$ cat src/rtl/comp_pkg.sv
// Shared definitions for the sequential magnitude comparator: FSM state
// encoding, default geometry and helpers that derive digit count and index
// widths from the operand and digit widths.
package comp_pkg;

    typedef enum logic [1:0] {
        S_IDLE = 2'd0,
        S_SCAN = 2'd1,
        S_DONE = 2'd2
    } state_t;

    localparam int DEF_WIDTH = 16;
    localparam int DEF_DIGIT = 4;

    // Number of DIGIT-bit slices in a WIDTH-bit operand.
    function automatic int calc_ndig(input int width, input int digit);
        return width / digit;
    endfunction

    // Width of the digit index register; at least one bit even for NDIG=1.
    function automatic int calc_idx_w(input int ndig);
        return (ndig > 1) ? $clog2(ndig) : 1;
    endfunction

    // Width of the digit-count output, wide enough to hold NDIG itself.
    function automatic int calc_cyc_w(input int ndig);
        return $clog2(ndig) + 1;
    endfunction

    localparam int DEF_NDIG  = calc_ndig(DEF_WIDTH, DEF_DIGIT);
    localparam int DEF_IDX_W = calc_idx_w(DEF_NDIG);
    localparam int DEF_CYC_W = calc_cyc_w(DEF_NDIG);

endpackage

$ cat src/rtl/digit_comp.sv
// Combinational unsigned compare of one DIGIT-bit slice.
module digit_comp #(
    parameter int DIGIT = 4
) (
    input  logic [DIGIT-1:0] a,
    input  logic [DIGIT-1:0] b,
    output logic             lt,
    output logic             gt,
    output logic             eq
);

    // Three mutually exclusive relations of the two slices.
    always_comb begin
        lt = (a < b);
        gt = (a > b);
        eq = (a == b);
    end

endmodule

$ cat src/rtl/seq_mag_comp.sv
// Sequential magnitude comparator: scans two captured operands one digit
// per cycle, MSB digit first, and stops at the first differing digit.
// Signed compares are turned into unsigned ones by flipping both MSBs at
// capture time.
module seq_mag_comp
    import comp_pkg::*;
#(
    parameter  int WIDTH = DEF_WIDTH,
    parameter  int DIGIT = DEF_DIGIT,
    localparam int NDIG  = calc_ndig(WIDTH, DIGIT),
    localparam int IDX_W = calc_idx_w(NDIG),
    localparam int CYC_W = calc_cyc_w(NDIG)
) (
    input  logic             clk,
    input  logic             rst,
    input  logic             start,
    input  logic             signed_mode,
    input  logic [WIDTH-1:0] a,
    input  logic [WIDTH-1:0] b,
    output logic             busy,
    output logic             done,
    output logic             less,
    output logic             greater,
    output logic             equal,
    output logic [CYC_W-1:0] cycles
);

    state_t             r_state;
    state_t             w_next_state;
    logic [WIDTH-1:0]   r_a;
    logic [WIDTH-1:0]   r_b;
    logic [IDX_W-1:0]   r_idx;
    logic               r_busy;
    logic               r_done;
    logic               r_less;
    logic               r_greater;
    logic               r_equal;
    logic [CYC_W-1:0]   r_cycles;

    logic [WIDTH-1:0]   w_msb_mask;
    logic [DIGIT-1:0]   w_slice_a;
    logic [DIGIT-1:0]   w_slice_b;
    logic               w_lt;
    logic               w_gt;
    logic               w_eq;
    logic               w_accept;
    logic               w_last_digit;
    logic [CYC_W-1:0]   w_cycles_k;

    // A new compare is taken in any state except while scanning.
    assign w_accept     = start && (r_state != S_SCAN);
    assign w_msb_mask   = {signed_mode, {(WIDTH-1){1'b0}}};
    assign w_last_digit = (r_idx == {IDX_W{1'b0}});
    // Digits examined so far, counting the current one.
    assign w_cycles_k   = CYC_W'(NDIG) - CYC_W'(r_idx);

    // AND-OR mux selecting the digit slice addressed by the scan index.
    always_comb begin
        w_slice_a = {DIGIT{1'b0}};
        w_slice_b = {DIGIT{1'b0}};
        for (int i = 0; i < NDIG; i++) begin
            w_slice_a = w_slice_a | (r_a[i*DIGIT +: DIGIT] & {DIGIT{r_idx == IDX_W'(i)}});
            w_slice_b = w_slice_b | (r_b[i*DIGIT +: DIGIT] & {DIGIT{r_idx == IDX_W'(i)}});
        end
    end

    digit_comp #(
        .DIGIT (DIGIT)
    ) u_digit_comp (
        .a  (w_slice_a),
        .b  (w_slice_b),
        .lt (w_lt),
        .gt (w_gt),
        .eq (w_eq)
    );

    // FSM state register.
    always_ff @(posedge clk) begin
        if (rst) begin
            r_state <= S_IDLE;
        end else begin
            r_state <= w_next_state;
        end
    end

    // FSM next-state logic: early exit on a differing digit or after the last digit.
    always_comb begin
        w_next_state = r_state;
        case (r_state)
            S_IDLE: begin
                if (w_accept) begin
                    w_next_state = S_SCAN;
                end else begin
                    w_next_state = S_IDLE;
                end
            end
            S_SCAN: begin
                if (!w_eq || w_last_digit) begin
                    w_next_state = S_DONE;
                end else begin
                    w_next_state = S_SCAN;
                end
            end
            S_DONE: begin
                if (w_accept) begin
                    w_next_state = S_SCAN;
                end else begin
                    w_next_state = S_IDLE;
                end
            end
            default: begin
                w_next_state = S_IDLE;
            end
        endcase
    end

    // Operand capture, digit index walk, registered status and held result.
    always_ff @(posedge clk) begin
        if (rst) begin
            r_a       <= {WIDTH{1'b0}};
            r_b       <= {WIDTH{1'b0}};
            r_idx     <= {IDX_W{1'b0}};
            r_busy    <= 1'b0;
            r_done    <= 1'b0;
            r_less    <= 1'b0;
            r_greater <= 1'b0;
            r_equal   <= 1'b0;
            r_cycles  <= {CYC_W{1'b0}};
        end else begin
            r_busy <= (w_next_state == S_SCAN);
            r_done <= (w_next_state == S_DONE);
            if (w_accept) begin
                r_a   <= a ^ w_msb_mask;
                r_b   <= b ^ w_msb_mask;
                r_idx <= IDX_W'(NDIG - 1);
            end else if (r_state == S_SCAN) begin
                if (!w_eq) begin
                    r_less    <= w_lt;
                    r_greater <= w_gt;
                    r_equal   <= 1'b0;
                    r_cycles  <= w_cycles_k;
                end else if (w_last_digit) begin
                    r_less    <= 1'b0;
                    r_greater <= 1'b0;
                    r_equal   <= 1'b1;
                    r_cycles  <= CYC_W'(NDIG);
                end else begin
                    r_idx <= r_idx - IDX_W'(1);
                end
            end
        end
    end

    assign busy    = r_busy;
    assign done    = r_done;
    assign less    = r_less;
    assign greater = r_greater;
    assign equal   = r_equal;
    assign cycles  = r_cycles;

endmodule

$ cat config.mk
export PLATFORM = sky130hd
export DESIGN_NAME = seq_mag_comp
export DESIGN_NICKNAME = d
export VERILOG_FILES = /design/src/rtl/comp_pkg.sv /design/src/rtl/digit_comp.sv /design/src/rtl/seq_mag_comp.sv
export SDC_FILE = /design/constraint.sdc
export NUM_CORES = 1
export LEC_CHECK = 0
export CAP_MARGIN = 20
export CORE_MARGIN = 3
export CORE_UTILIZATION = 53
export CTS_CLUSTER_DIAMETER = 100
export CTS_CLUSTER_SIZE = 30
export DETAILED_ROUTE_END_ITERATION = 10
export PLACE_DENSITY_LB_ADDON = 0.2
export SLEW_MARGIN = 20
export SYNTH_ARGS = -nofsm -noshare
export SYNTH_HDL_FRONTEND = slang
export SYNTH_SLANG_ARGS = --single-unit
$ cat constraint.sdc
create_clock -name clk -period 4.7 [get_ports clk]
set_input_delay 0.705 -clock clk [delete_from_list [all_inputs] [get_ports clk]]
set_output_delay 0.705 -clock clk [all_outputs]
set_load 0.01 [all_outputs]
==> reports/qor.yml <==
routing:
  drt-vias-per-instance: 5.18
  dr_total_vias: 1584
  drt.antenna.violating_nets: 0
  route.top_layer_used: "met4"
  drt_pass1_iterations: 4
  drtIter0Drc: 102
  met2_wirelength_um: 1680
  routed-wl-met3_um: 175
  detail_route.wl_per_cell_um: 12.2
  drt_wl_total_um: 3740
  drc: 0
  routedLengthMet1_um: 1830
finish:
  seq_area_um2: 881
  nFillCells: 286
  synthToLayoutAreaGrowth_pct: 24.6
  drive_gt1_share_pct: 5.38
  multi_input_area_um2: 882
  postLayoutCellArea_um2: 2340
  n_antenna_cell: 0
  final_net_count: 304
clocking:
  hold_buf_cts: 0
  tritoncts_num_sinks: 44
  tritoncts: "built"
  root_buffer: "sky130_fd_sc_hd__clkbuf_4"
  number_of_buffers_inserted_by_post_cts_setup_repair: 0
  cts_inserted_buffers: 5
  clk_transition_reported_paths_ps: 120
  clock_latency_ps: 350
  max-clock-path-buffers: 2
  cts-resized-gates: 0
  ctsHtreeMaxLevel: 2
setup_path:
  criticalPathCategory: "reg -> reg"
  slowest_delay_ps: 440
  critical_path.startpoint_type: "flip-flop"
  crit_end_element: "flip-flop"
  critical_path_rt_ps: 4980
  max_stage_delay_cell_worst_path: "sky130_fd_sc_hd__dfxtp_1"
  timing.critical_path.max_delay_family: "compound AO/OA/AOI/OAI gates"
  worst-r2r-setup-slack_ps: 2230
  critical_path.n_buffers_inverters: 1
  crit_path_cell_trace: "inv_1, ha_1, a22o_1, a221oi_1, ha_1, nand4_1, nor3_2, nor3_1, a211oi_1"
  crit_path_max_fanout: 10
  worst-endpoint-arrival_ps: 2740
  timing.critical_path.mode_cell: "sky130_fd_sc_hd__ha_1"
yosys:
  synth.avg_cell_area_um2: 8.36
  synth_top_area_share_pct: 46.8
  synth.lib_cells_used.distinct: 31
  post_synthesis_instance_area_um2: 1880
  post-synth-top-area-cell: "sky130_fd_sc_hd__dfxtp_1"
  yosys_warnings: 0
  synthesis.nets: 269
  yosys-top-cells-area: "sky130_fd_sc_hd__dfxtp_1, sky130_fd_sc_hd__nand2_1, sky130_fd_sc_hd__a21oi_1"
  post_synth_inst_count: 225
  seq_area_frac_synth_pct: 46.8
  postSynthRegisterBits: 44
timing:
  setup_violations: 0
  fmax_ghz: 0.405
  fin_worst_skew_ps: 9.02
  finalHoldViolCount: 0
  final_max_slew_viol_count: 0
  rsz0062_at_grt: "false"
  post-route-min-period_ps: 2470
  final.setup.tns_ps: 0
  post-route-period-util_pct: 52.5
  slew_headroom_pct: 34.7
  tightest_slew_ps: 977
grt:
  wire_length_of_the_first_global_routing_pass_um: 6490
  antenna_violations_before_repair: 0
  grt_remaining_overflow: 0
  vias_in_the_first_global_route: 1421
  grt_max_degree: 37
  grt_util_all_layers_pct: 19.7
placed_design:
  port_buffers: 43
  postPlaceCellArea_um2: 2280
  dp_hpwl_um: 2610
  last_weighted_congestion_value_of_the_routability_driven_placer: 0.724
floorplan:
  initial_utilization_pct: 55.5
  core.rowCount: 21
  die_height_um: 65.6
  die_area_um2: 4300
  die_width_um: 65.6
  floorplan.core_area_um2: 3390
  top_level_ports: 44
run_status:
  status: "complete, no violations"
power:
  power.density_cell_area_nw_per_um2: 333
  cellLeakagePower_uw: 0.000889
  ir_drop_uv: 184
  finalPower_uw: 780
min_path:
  hold_path_class: "reg -> reg"
run:
  cap_viol_max_count: 0
-- cells in the final DEF, fill, tap and decap left out --
cell,instances
sky130_fd_sc_hd__nand2_1,71
sky130_fd_sc_hd__dfxtp_1,44
sky130_fd_sc_hd__clkdlybuf4s50_1,43
sky130_fd_sc_hd__a21oi_1,38
sky130_fd_sc_hd__a22oi_1,8
sky130_fd_sc_hd__ha_1,8
sky130_fd_sc_hd__inv_1,5
sky130_fd_sc_hd__nor2_1,5
sky130_fd_sc_hd__clkbuf_4,5
sky130_fd_sc_hd__a22o_1,4
sky130_fd_sc_hd__a221oi_1,4
sky130_fd_sc_hd__a211oi_1,3
sky130_fd_sc_hd__xnor2_1,2
sky130_fd_sc_hd__a211oi_2,2
sky130_fd_sc_hd__nor3_1,2
sky130_fd_sc_hd__nand3_1,2
sky130_fd_sc_hd__clkbuf_8,2
sky130_fd_sc_hd__nand2b_4,1
sky130_fd_sc_hd__and2_4,1
sky130_fd_sc_hd__and2b_1,1
sky130_fd_sc_hd__nand4_1,1
sky130_fd_sc_hd__nor3_2,1
sky130_fd_sc_hd__o21ai_0,1
sky130_fd_sc_hd__nand4b_1,1
sky130_fd_sc_hd__o31ai_1,1
sky130_fd_sc_hd__nand3b_1,1
sky130_fd_sc_hd__and2_2,1
sky130_fd_sc_hd__o2bb2ai_1,1
sky130_fd_sc_hd__buf_4,1
-- logic make-up (layout without fill, tap and decap cells) --
group	Yosys count	after routing	share of synthesized area (%)
compound gates	62	62	20.7
simple gates	88	88	20.0
flops	44	44	46.8
buf+inv	21	56	6.25
fa+ha+maj	8	8	5.32
xor+xnor	2	2	0.932
-- registers in the layout (all words and copies together), names as in the netlist --
name,cells
busy,1
cycles,3
done,1
equal,1
greater,1
less,1
r_a,16
r_b,16
r_idx,2
r_state,2
-- cell type report --
type | instances | share of cell area, %
Clock buffer | 7 | 2.78
Tap cell | 46 | 2.46
Sequential cell | 44 | 37.6
Timing Repair Buffer | 44 | 18.7
Multi-Input combinational cell | 160 | 37.7
Inverter | 5 | 0.801
-- where the power goes --
part           leakage (uW)  switching, uW  internal, uW  total (uW)
registers          0.000362           16.0           402         418
logic              0.000489           85.8          79.7         165
clock network     0.0000374            112          85.0         197
-- final timing paths --
kind | start | endpoint | depth (start not counted)
setup reg to reg | r_idx[0]$_SDFFE_PP0P_ | r_idx[1]$_SDFFE_PP0P_ | 9
hold / removal | equal$_SDFFE_PP0P_ | equal$_SDFFE_PP0P_ | 2
setup / recovery | r_idx[0]$_SDFFE_PP0P_ | r_idx[1]$_SDFFE_PP0P_ | 9
hold reg to reg | equal$_SDFFE_PP0P_ | equal$_SDFFE_PP0P_ | 2
-- tightest hold or removal path: cells and delay by family (launching register included) --
family	cells	cell delay [ps]
compound gates	1	50
flops	1	330
buf+inv	1	50
-- synthesized netlist by cell type (all sizes together) --
library cell  instances
nand2                71
dfxtp                44
a21oi                38
buf                  11
a22oi                 8
ha                    8
a211oi                5
clkbuf                5
inv                   5
nor2                  5
a221oi                4
a22o                  4
nor3                  3
and2                  2
nand3                 2
xnor2                 2
and2b                 1
nand2b                1
nand3b                1
nand4                 1
nand4b                1
o21ai                 1
o2bb2ai               1
o31ai                 1
-- layer usage --
| metal | GRT usage, % | up-vias |
|---|---|---|
| met2 | 28.8 | 36 |
| met5 | 0 | - |
| met1 | 27.7 | 709 |
| met3 | 4.27 | 5 |
| met4 | 8.55 | 0 |
| li1 | - | 834 |
-- metrics by stage --
stage	setup WS, ps	instances	utilization (%)	hold WS [ps]
floorplan	2600	225	-	436
global placement	2280	299	67.2	442
detailed placement	2240	299	67.2	441
CTS	2220	306	69.1	462
global route	1930	306	69.1	479
finish	2230	306	69.1	459
(Power assumes the default switching activity.)
